$ cat config.mk
export PLATFORM = sky130hd
export DESIGN_NAME = drum6_mac_accumulator
export DESIGN_NICKNAME = d
export VERILOG_FILES = /design/src/rtl/drum_mac_pkg.sv /design/src/rtl/DRUM6_16_u.sv /design/src/rtl/drum_acc_sat.sv /design/src/rtl/drum6_mac_accumulator.sv
export SDC_FILE = /design/constraint.sdc
export NUM_CORES = 1
export LEC_CHECK = 0
export CAP_MARGIN = 20
export CORE_MARGIN = 5
export CORE_UTILIZATION = 45
export CTS_BUF_LIST = sky130_fd_sc_hd__clkbuf_2 sky130_fd_sc_hd__clkbuf_4 sky130_fd_sc_hd__clkbuf_8
export DETAILED_ROUTE_END_ITERATION = 7
export GPL_ROUTABILITY_DRIVEN = 0
export PLACE_DENSITY = 0.67
export SYNTH_ARGS = -nofsm -noshare
export SYNTH_HDL_FRONTEND = slang
export SYNTH_HIERARCHICAL = 1
export SYNTH_SLANG_ARGS = --single-unit
$ cat constraint.sdc
create_clock -name clk -period 2.5 [get_ports clk]
set_input_delay 0.375 -clock clk [delete_from_list [all_inputs] [get_ports clk]]
set_output_delay 0.375 -clock clk [all_outputs]
set_load 0.05 [all_outputs]
$ cat src/rtl/drum_mac_pkg.sv
// Shared types and constants for the DRUM6 MAC accumulator.
// State encoding and default widths live here so that every file agrees on them.
package drum_mac_pkg;

    typedef enum logic [1:0] {
        ACCUM,
        DRAIN,
        HOLD
    } state_t;

    localparam int ACC_W_DEFAULT = 40;
    localparam int COUNT_W       = 16;

endpackage

$ cat src/rtl/DRUM6_16_u.sv
// DRUM6 16-bit unsigned approximate multiplier.
// Each operand keeps its top 6 bits from the leading one, with the LSB forced to 1.
module DRUM6_16_u (
    input  logic [15:0] a,
    input  logic [15:0] b,
    output logic [31:0] r
);

    // Returns {shift[3:0], mantissa[5:0]}.
    // Operands below 64 pass through exactly.
    function automatic logic [9:0] trunc6(input logic [15:0] v);
        logic [9:0] res;
        res = {4'd0, v[5:0]};
        for (int k = 6; k < 16; k++) begin
            if (v[k]) res = {4'(k - 5), v[k -: 6] | 6'd1};
        end
        return res;
    endfunction

    logic [9:0]  ta;
    logic [9:0]  tb;
    logic [11:0] pm;
    logic [4:0]  sh;

    // Multiply the truncated mantissas, then shift the product back into place.
    always_comb begin
        ta = trunc6(a);
        tb = trunc6(b);
        pm = {6'd0, ta[5:0]} * {6'd0, tb[5:0]};
        sh = {1'b0, ta[9:6]} + {1'b0, tb[9:6]};
        r  = {20'd0, pm} << sh;
    end

endmodule

$ cat src/rtl/drum_acc_sat.sv
// Combinational accumulator adder with an overflow policy.
// SAT=1 clamps to all-ones on carry out, and SAT=0 wraps modulo 2^W.
module drum_acc_sat #(
    parameter int W   = 40,
    parameter bit SAT = 1'b1
) (
    input  logic [W-1:0] acc,
    input  logic [W-1:0] p,
    output logic [W-1:0] sum,
    output logic         ovf
);

    logic [W:0] full;

    // Widen by one bit so the carry out is the overflow flag.
    always_comb begin
        full = {1'b0, acc} + {1'b0, p};
        ovf  = full[W];
        sum  = (SAT && full[W]) ? {W{1'b1}} : full[W-1:0];
    end

endmodule

$ cat src/rtl/drum6_mac_accumulator.sv
// Streaming approximate MAC: the product is registered in S1 and accumulated in S2.
// The group result is held on a valid/ready output until it is taken.
module drum6_mac_accumulator
    import drum_mac_pkg::*;
#(
    parameter int ACC_W = ACC_W_DEFAULT,
    parameter bit SAT   = 1'b1
) (
    input  logic               clk,
    input  logic               rst_n,
    input  logic               in_valid,
    output logic               in_ready,
    input  logic [15:0]        in_a,
    input  logic [15:0]        in_b,
    input  logic               in_last,
    output logic               out_valid,
    input  logic               out_ready,
    output logic [ACC_W-1:0]   out_acc,
    output logic [COUNT_W-1:0] out_count,
    output logic               out_ovf
);

    state_t               state;
    logic                 accept;
    logic [31:0]          prod;
    logic                 s1_valid;
    logic                 s1_last;
    logic [ACC_W-1:0]     s1_p;
    logic [ACC_W-1:0]     acc;
    logic [ACC_W-1:0]     sum;
    logic                 add_ovf;
    logic                 ovf;
    logic [COUNT_W-1:0]   count;
    logic [COUNT_W-1:0]   count_nxt;

    assign in_ready  = (state == ACCUM);
    assign accept    = in_valid & in_ready;
    assign count_nxt = (count == {COUNT_W{1'b1}}) ? count : count + 1'b1;

    DRUM6_16_u u_mul (
        .a (in_a),
        .b (in_b),
        .r (prod)
    );

    drum_acc_sat #(
        .W   (ACC_W),
        .SAT (SAT)
    ) u_add (
        .acc (acc),
        .p   (s1_p),
        .sum (sum),
        .ovf (add_ovf)
    );

    // S1: capture the product and last flag of each accepted beat.
    always_ff @(posedge clk or negedge rst_n) begin
        if (!rst_n) begin
            s1_valid <= 1'b0;
            s1_last  <= 1'b0;
            s1_p     <= '0;
        end else begin
            s1_valid <= accept;
            if (accept) begin
                s1_p    <= ACC_W'(prod);
                s1_last <= in_last;
            end
        end
    end

    // S2 accumulate plus group control: drain the last beat, then hold the result.
    always_ff @(posedge clk or negedge rst_n) begin
        if (!rst_n) begin
            state     <= ACCUM;
            acc       <= '0;
            count     <= '0;
            ovf       <= 1'b0;
            out_valid <= 1'b0;
            out_acc   <= '0;
            out_count <= '0;
            out_ovf   <= 1'b0;
        end else begin
            if (s1_valid) begin
                acc   <= sum;
                count <= count_nxt;
                ovf   <= ovf | add_ovf;
            end
            unique case (state)
                ACCUM: begin
                    if (accept && in_last) state <= DRAIN;
                end
                DRAIN: begin
                    if (s1_valid && s1_last) begin
                        out_acc   <= sum;
                        out_count <= count_nxt;
                        out_ovf   <= ovf | add_ovf;
                        out_valid <= 1'b1;
                        state     <= HOLD;
                    end
                end
                HOLD: begin
                    if (out_ready) begin
                        out_valid <= 1'b0;
                        acc       <= '0;
                        count     <= '0;
                        ovf       <= 1'b0;
                        state     <= ACCUM;
                    end
                end
                default: state <= ACCUM;
            endcase
        end
    end

endmodule

==> results of run 1 <==
## sequential cells by signal (all words and copies together), names as in the netlist
signal / count
ovf: 1
count: 16
acc: 40
out_acc: 40
s1_valid: 1
s1_p: 32
out_valid: 1
state: 2
out_count: 16
out_ovf: 1
s1_last: 1
## placed cells by master, fill, tap and decap left out, types with 19 or more instances in the layout
master and count:
nand2_1 188, mux2_4 27, buf_4 279, a21oi_1 81
nor3_1 19, mux2i_1 51, clkdlybuf4s50_1 64, buf_6 50
o21ai_1 25, nand4_1 26, nor2_1 143, o21ai_0 40
a21o_1 22, dfrtp_1 150, inv_1 40, ha_1 53
nand2_4 25, nand2_2 32
## cell families (layout without fill, tap and decap cells)
| kind of cell | count (synthesis) | after routing | synth area share |
|---|---|---|---|
| mux | 92 | 92 | 0.0790 |
| other cells | 1 | 8 | 0.000307 |
| compound gates | 373 | 373 | 0.209 |
| xor+xnor | 36 | 36 | 0.0258 |
| fa+ha+maj | 84 | 84 | 0.0978 |
| simple gates | 601 | 601 | 0.230 |
| flops | 151 | 151 | 0.310 |
| buf+inv | 141 | 521 | 0.0476 |
## Yosys cell counts, types with 21 or more instances
cell type  count
clkbuf_1      51
ha_1          65
nand2_1      244
o21ai_0       70
buf_2         28
a21o_1        22
nor3_1        30
dfrtp_1      151
mux2i_1       57
inv_1         52
a21oi_1       98
mux2_2        35
xnor2_1       21
nand4_1       26
nor2_1       166
## per-stage QoR
| step | area (um^2) | worst slack, ps | instances |
|---|---|---|---|
| after floorplan | 12700 | -2680 | 1486 |
| after global placement | 15800 | -3440 | 2120 |
| after detailed placement | 15800 | -3570 | 2120 |
| after CTS | 17600 | -2620 | 2192 |
| after global routing | 18100 | -2710 | 2207 |
| final | 18100 | -2650 | 2207 |
## power breakdown
part	total (mW)	switching [mW]	internal [mW]
combinational	21.5	11.7	9.80
sequential	4.39	0.877	3.52
clock	2.04	1.11	0.932
total	27.9	13.6	14.2
## worst min path at each step
stage | endpoint | startpoint | cells past startpoint | slack (ps)
2_1_floorplan | acc[0] | rst_n | 0 | 80
3_3_place_gp | out_acc[2] | rst_n | 1 | 390
3_5_place_dp | out_acc[2] | rst_n | 1 | 390
4_1_cts | out_acc[2] | rst_n | 2 | 450
5_1_grt | out_acc[2] | rst_n | 2 | 500
6_report | out_acc[2] | rst_n | 2 | 450
## final cells by class
| type | instances | share of cell area |
|---|---|---|
| clock buffer | 17 | 0.0129 |
| clock inverter | 15 | 0.0103 |
| inverter | 54 | 0.0114 |
| multi-input combinational | 1194 | 0.524 |
| sequential | 151 | 0.208 |
| tap | 341 | 0.0235 |
| timing repair buffer | 435 | 0.210 |
## timing repair
| action | in CTS | in global routing |
|---|---|---|
| gates resized for setup | 354 | 110 |
| cloned | 1 | 0 |
| endpoints found under the hold margin | 57 | 0 |
| pin swaps | 105 | 82 |
| endpoints found under the setup margin | 114 | 114 |
| hold buffers | 1 | 0 |
| buffers inserted | 40 | 21 |
## routing by layer
metal / track usage / part of all wire / up-vias / wire (um)
li1: - / - / 6053 / -
met1: 0.320 / 0.45 / 6085 / 17200
met2: 0.393 / 0.47 / 393 / 18300
met3: 0.0400 / 0.047 / 111 / 1830
met4: 0.0809 / 0.033 / 0 / 1280
met5: 0 / 0 / - / 0
==> run_results.csv, run 1 <==
group,metric,value,unit
clocking,numCtsBuffers,17,
cells_and_area,multi_input_area,9500,um^2
power_and_ir_drop,p_leak,8.19,nW
routing,num_vias,12600,
clocking,clk_pin_slew_worst_paths,100,ps
synthesis,synth.avg_cell_area,8.25,um^2
die,die_w,175,um
routing,drt-initial-drc-count,932,
setup_path,timing.critical_path.buf_inv,7,
synthesis,syn_inst,1479,
setup_path,crit_family,"compound AO/OA/AOI/OAI gates",
synthesis,yosys.area.top_type_share,0.310,
routing,drtPass1Iterations,7,
timing,fmax,194,MHz
clocking,clockRootBuffer,"clkbuf_8",
timing,fin_crit_sh,2.06,
timing,setup_viol,114,
setup_path,critPathSlowestCell,"fa_1",
run,cap_viol_max_count,0,
synthesis,synthArstFlopShare,1.00,
cells_and_area,final_nets,1974,
timing,setup-tns-final,-105390,ps
timing,fin_worst_skew,21.4,ps
global_route,grt_max_degree,60,
die,die_h,175,um
setup_path,r2r_slack,-580,ps
synthesis,ys_warn_count,6,
cells_and_area,drive_above_1_share,0.386,
global_route,grtUsageTotal,0.238,
setup_path,r2r_start,"acc[18]",
routing,wl,38700,um
timing,finalMaxSlewViolations,0,
power_and_ir_drop,vdd_drop_max,0.674,mV
global_route,antenna_found_initial,0,
routing,post_drt_wl_per_cell,17.5,um
run_status,violations,"negative setup slack",
synthesis,yosys-top-cells-area,"dfrtp_1 31%, nand2_1 7.5%, ha_1 6.7%",
setup_path,critical_path_peak_fanout,3,
die,dieArea,30500,um^2
setup_path,r2r-end,"acc[27]",
place,io_buffers,95,
synthesis,synth.cell_area,12200,um^2
setup_path,reg2reg_depth,11,
cells_and_area,utilization,0.677,
cells_and_area,regArea,3780,um^2
global_route,grt_pass1_vias,12500,
clocking,clk_latency,460,ps
global_route,grt_pass1_wl,61600,um
cells_and_area,num_antenna_cells,0,
clocking,htreeDepth,4,
setup_path,cp_data_arrival_time,5480,ps
synthesis,ys_ff_latch,151,
setup_path,worstSetupPathType,"input port to flip-flop",
setup_path,cp.depth,26,
setup_path,slowest_delay,540,ps
synthesis,synth_edf_count,0,
global_route,grt.overflow.total,0,
setup_path,endpoint,"s1_p[14]",
clocking,cts.path.max_buffers,2,
setup_path,startpoint_type,"input port",
setup_path,cp-startpoint,"in_a[2]",
place,place_hpwl,26700,um
clocking,cts_sinks,151,
die,start_util,0.455,
hold_path,hold_class,"input port to asynchronous set/reset pin",
routing,ant_nets,0,
synthesis,synth-main-ff-cell,"dfrtp_1",
cells_and_area,area_growth_syn_to_layout,48.6,%
die,rows,60,
synthesis,yosysUniqueCellTypes,98,
power_and_ir_drop,power_density,1540,nW/um^2
cells_and_area,fill_cells,1999,
setup_path,end_kind,"flip-flop",
routing,via_per_inst,5.73,
setup_path,critPathRequiredTime,2840,ps
setup_path,crit_top_cell,"buf_6",
power_and_ir_drop,p_total,27.9,mW
die,ios,96,
timing,max_slew_margin,0.478,
run_status,outcome,"finished, violations left",
timing,worst_hold_slack,453,ps
die,coreArea,26800,um^2
timing,rsz0062_at_grt,"true",
clocking,cts_tree,"done",
timing,period_minus_slack,5150,ps
timing,fin_ws,-2650,ps
timing,hold_viol,0,
routing,drcViolationCount,0,
timing,tightest_slew,783,ps
synthesis,synth_largest_area_cell,"dfrtp_1",
synthesis,ys_seq_area_frac,0.310,
Power figures use the tool's default switching activity.
==> inputs of run 2 (changes only) <==
Settings changed: PLACE_DENSITY 0.67 to not set.
Clock period 2.5 ns to 5.6 ns, I/O delays scaled along.
==> run 2 against run 1 <==
  * The run still ends with negative setup slack left
  * Die area unchanged
  * Critical path depth down 4
  * Worst hold slack got worse by 95 ps
  * Final cell count shrank 8.7%
  * Clock skew grew 2.9 ps
  * Non-clock buffer count down 192
  * Design area shrank 14%
  * Sequential power decreased by 56%
  * Critical path type unchanged
  * Largest power group unchanged
==> run_results.csv, run 2 (same netlist as run 1, synthesis figures left out) <==
group,metric,value,unit
cells_and_area,drive_above_1_share,0.229,
place,place_ws,-1160,ps
die,die_w,175,um
power_and_ir_drop,p_leak,6.89,nW
clocking,cts_tree,"done",
place,placed_cells,1962,
timing,hold_viol,0,
setup_path,cp_data_arrival_time,6020,ps
timing,setup-tns-final,-37.0,ps
hold_path,hold_class,"input port to asynchronous set/reset pin",
timing,max_slew_margin,0.312,
routing,via_per_inst,5.72,
cells_and_area,layout_commonest_cell,"nand2_1",
global_route,grtUsageTotal,0.221,
cells_and_area,final_nets,1782,
cells_and_area,num_antenna_cells,0,
power_and_ir_drop,power_density,635,nW/um^2
routing,drtPass1Iterations,6,
die,dieArea,30500,um^2
timing,tightest_slew,1020,ps
setup_path,critPathRequiredTime,6000,ps
cells_and_area,final_cells,2015,
run_status,violations,"negative setup slack",
setup_path,startpoint_type,"input port",
clocking,clockRootBuffer,"clkbuf_8",
clocking,htreeDepth,4,
routing,drcViolationCount,0,
cells_and_area,fin_area,15500,um^2
run,cap_viol_max_count,0,
routing,num_vias,11500,
global_route,grt_pass1_wl,56900,um
global_route,grt.overflow.total,0,
die,coreArea,26800,um^2
cells_and_area,area_growth_syn_to_layout,27.2,%
cells_and_area,utilization,0.579,
timing,finalMaxSlewViolations,0,
setup_path,worstSetupPathType,"input port to flip-flop",
cells_and_area,fill_cells,2428,
routing,drt-initial-drc-count,849,
clocking,clk_pin_slew_worst_paths,90,ps
clocking,ctsHoldBuffers,0,
place,place_hpwl,25000,um
die,start_util,0.455,
clocking,clk_latency,470,ps
timing,rsz0062_at_grt,"true",
routing,ant_nets,0,
timing,fmax,178,MHz
place,place_area,14300,um^2
timing,fin_worst_skew,24.3,ps
die,rows,60,
routing,wl,34000,um
global_route,grt_max_degree,73,
timing,fin_crit_sh,1.00,
timing,fin_ws,-21.6,ps
cells_and_area,layout_common_cells,"242 x nand2_1, 150 x dfrtp_1, 149 x nor2_1, 130 x buf_4, 88 x a21oi_1",
routing,post_drt_wl_per_cell,16.9,um
setup_path,end_kind,"flip-flop",
timing,period_minus_slack,5620,ps
run_status,outcome,"finished, violations left",
cells_and_area,top_regs,"acc: 40 flops, out_acc: 40 flops, s1_p: 32 flops",
clocking,numCtsBuffers,17,
clocking,cts_sinks,151,
power_and_ir_drop,vdd_drop_max,0.290,mV
global_route,grt_pass1_vias,11100,
global_route,antenna_found_initial,0,
place,io_buffers,95,
setup_path,critical_path_peak_fanout,6,
die,die_h,175,um
timing,setup_viol,3,
die,ios,96,
clocking,cts.path.max_buffers,2,
run 2: changes by cell type in the layout (fill, tap and decap cells not counted), moves of 8 or more:
cell,previous run,this run
nand2_2,32,2
nand2_4,25,1
o21ai_0,40,58
buf_4,279,130
buf_6,50,20
buf_12,10,1
mux2_4,27,9
mux2_2,8,26
o21ai_2,16,5
a211oi_2,10,2
nand2_1,188,242
run 2: per-stage QoR:
stage          hold slack [ps]  total power, mW
4_1_cts                    362             9.62
3_5_place_dp               461             8.40
3_3_place_gp               457             8.31
2_1_floorplan              463             6.47
5_1_grt                    412             10.6
6_report                   358             9.85
run 2: path summary, 6_finish.rpt:
check / startpoint / end / slack, ps / cells after the start
max in group asynchronous: rst_n / acc[30] / 3980 / 2
min in group clk: out_acc[12] / out_acc[12] / 480 / 2
min reg2reg: out_acc[12] / out_acc[12] / 480 / 2
min: rst_n / out_acc[6] / 360 / 1
max: in_a[13] / s1_p[15] / -20 / 22
max reg2reg: acc[0] / acc[16] / 2090 / 12
run 2: final cells by class:
| type | instances | area [um^2] | area share |
|---|---|---|---|
| Clock buffer | 18 | 248 | 0.0160 |
| Inverter | 54 | 203 | 0.0131 |
| Timing Repair Buffer | 243 | 2110 | 0.136 |
| Tap cell | 341 | 427 | 0.0275 |
| Multi-Input combinational cell | 1194 | 8600 | 0.554 |
| Clock inverter | 14 | 154 | 0.00991 |
| Sequential cell | 151 | 3780 | 0.243 |
run 2: timing repair:
item / CTS / global route
endpoints found under the setup margin: 28 / 27
pin swaps: 67 / 46
gates cloned: 0 / 0
buffers inserted: 19 / 4
hold endpoints to repair: 0 / 0
resized for setup: 165 / 73
run 2: report_power, final:
part	switching [mW]	internal (mW)	total, mW
Sequential	0.359	1.57	1.93
Combinational	4.16	2.89	7.05
Clock	0.490	0.382	0.872
Total	5.01	4.84	9.85
run 2: per-layer routing:
| layer | vias up | wire length (um) | part of all wire | global-route usage |
|---|---|---|---|---|
| li1 | 5654 | - | - | - |
| met1 | 5548 | 16400 | 0.48 | 0.329 |
| met2 | 291 | 15600 | 0.46 | 0.345 |
| met3 | 35 | 1560 | 0.046 | 0.0283 |
| met4 | 0 | 405 | 0.012 | 0.0517 |
| met5 | - | 0 | 0 | 0 |
run 2: worst max-delay path, cell delays in order:
cell           delay [ps]
dlygate4sd2_1         250
buf_6                 130
and2b_2               230
a211oi_1               50
o41a_1                440
buf_4                 170
or2_4                 220
fa_1                  550
fa_2                  450
fa_2                  540
inv_2                  40
ha_4                  280
nand2b_4               60
a211oi_4              250
buf_4                 150
o21a_1                160
a311oi_4               70
buf_6                 160
buf_6                 110
a211o_4               390
o32ai_4               270
mux2_4                180
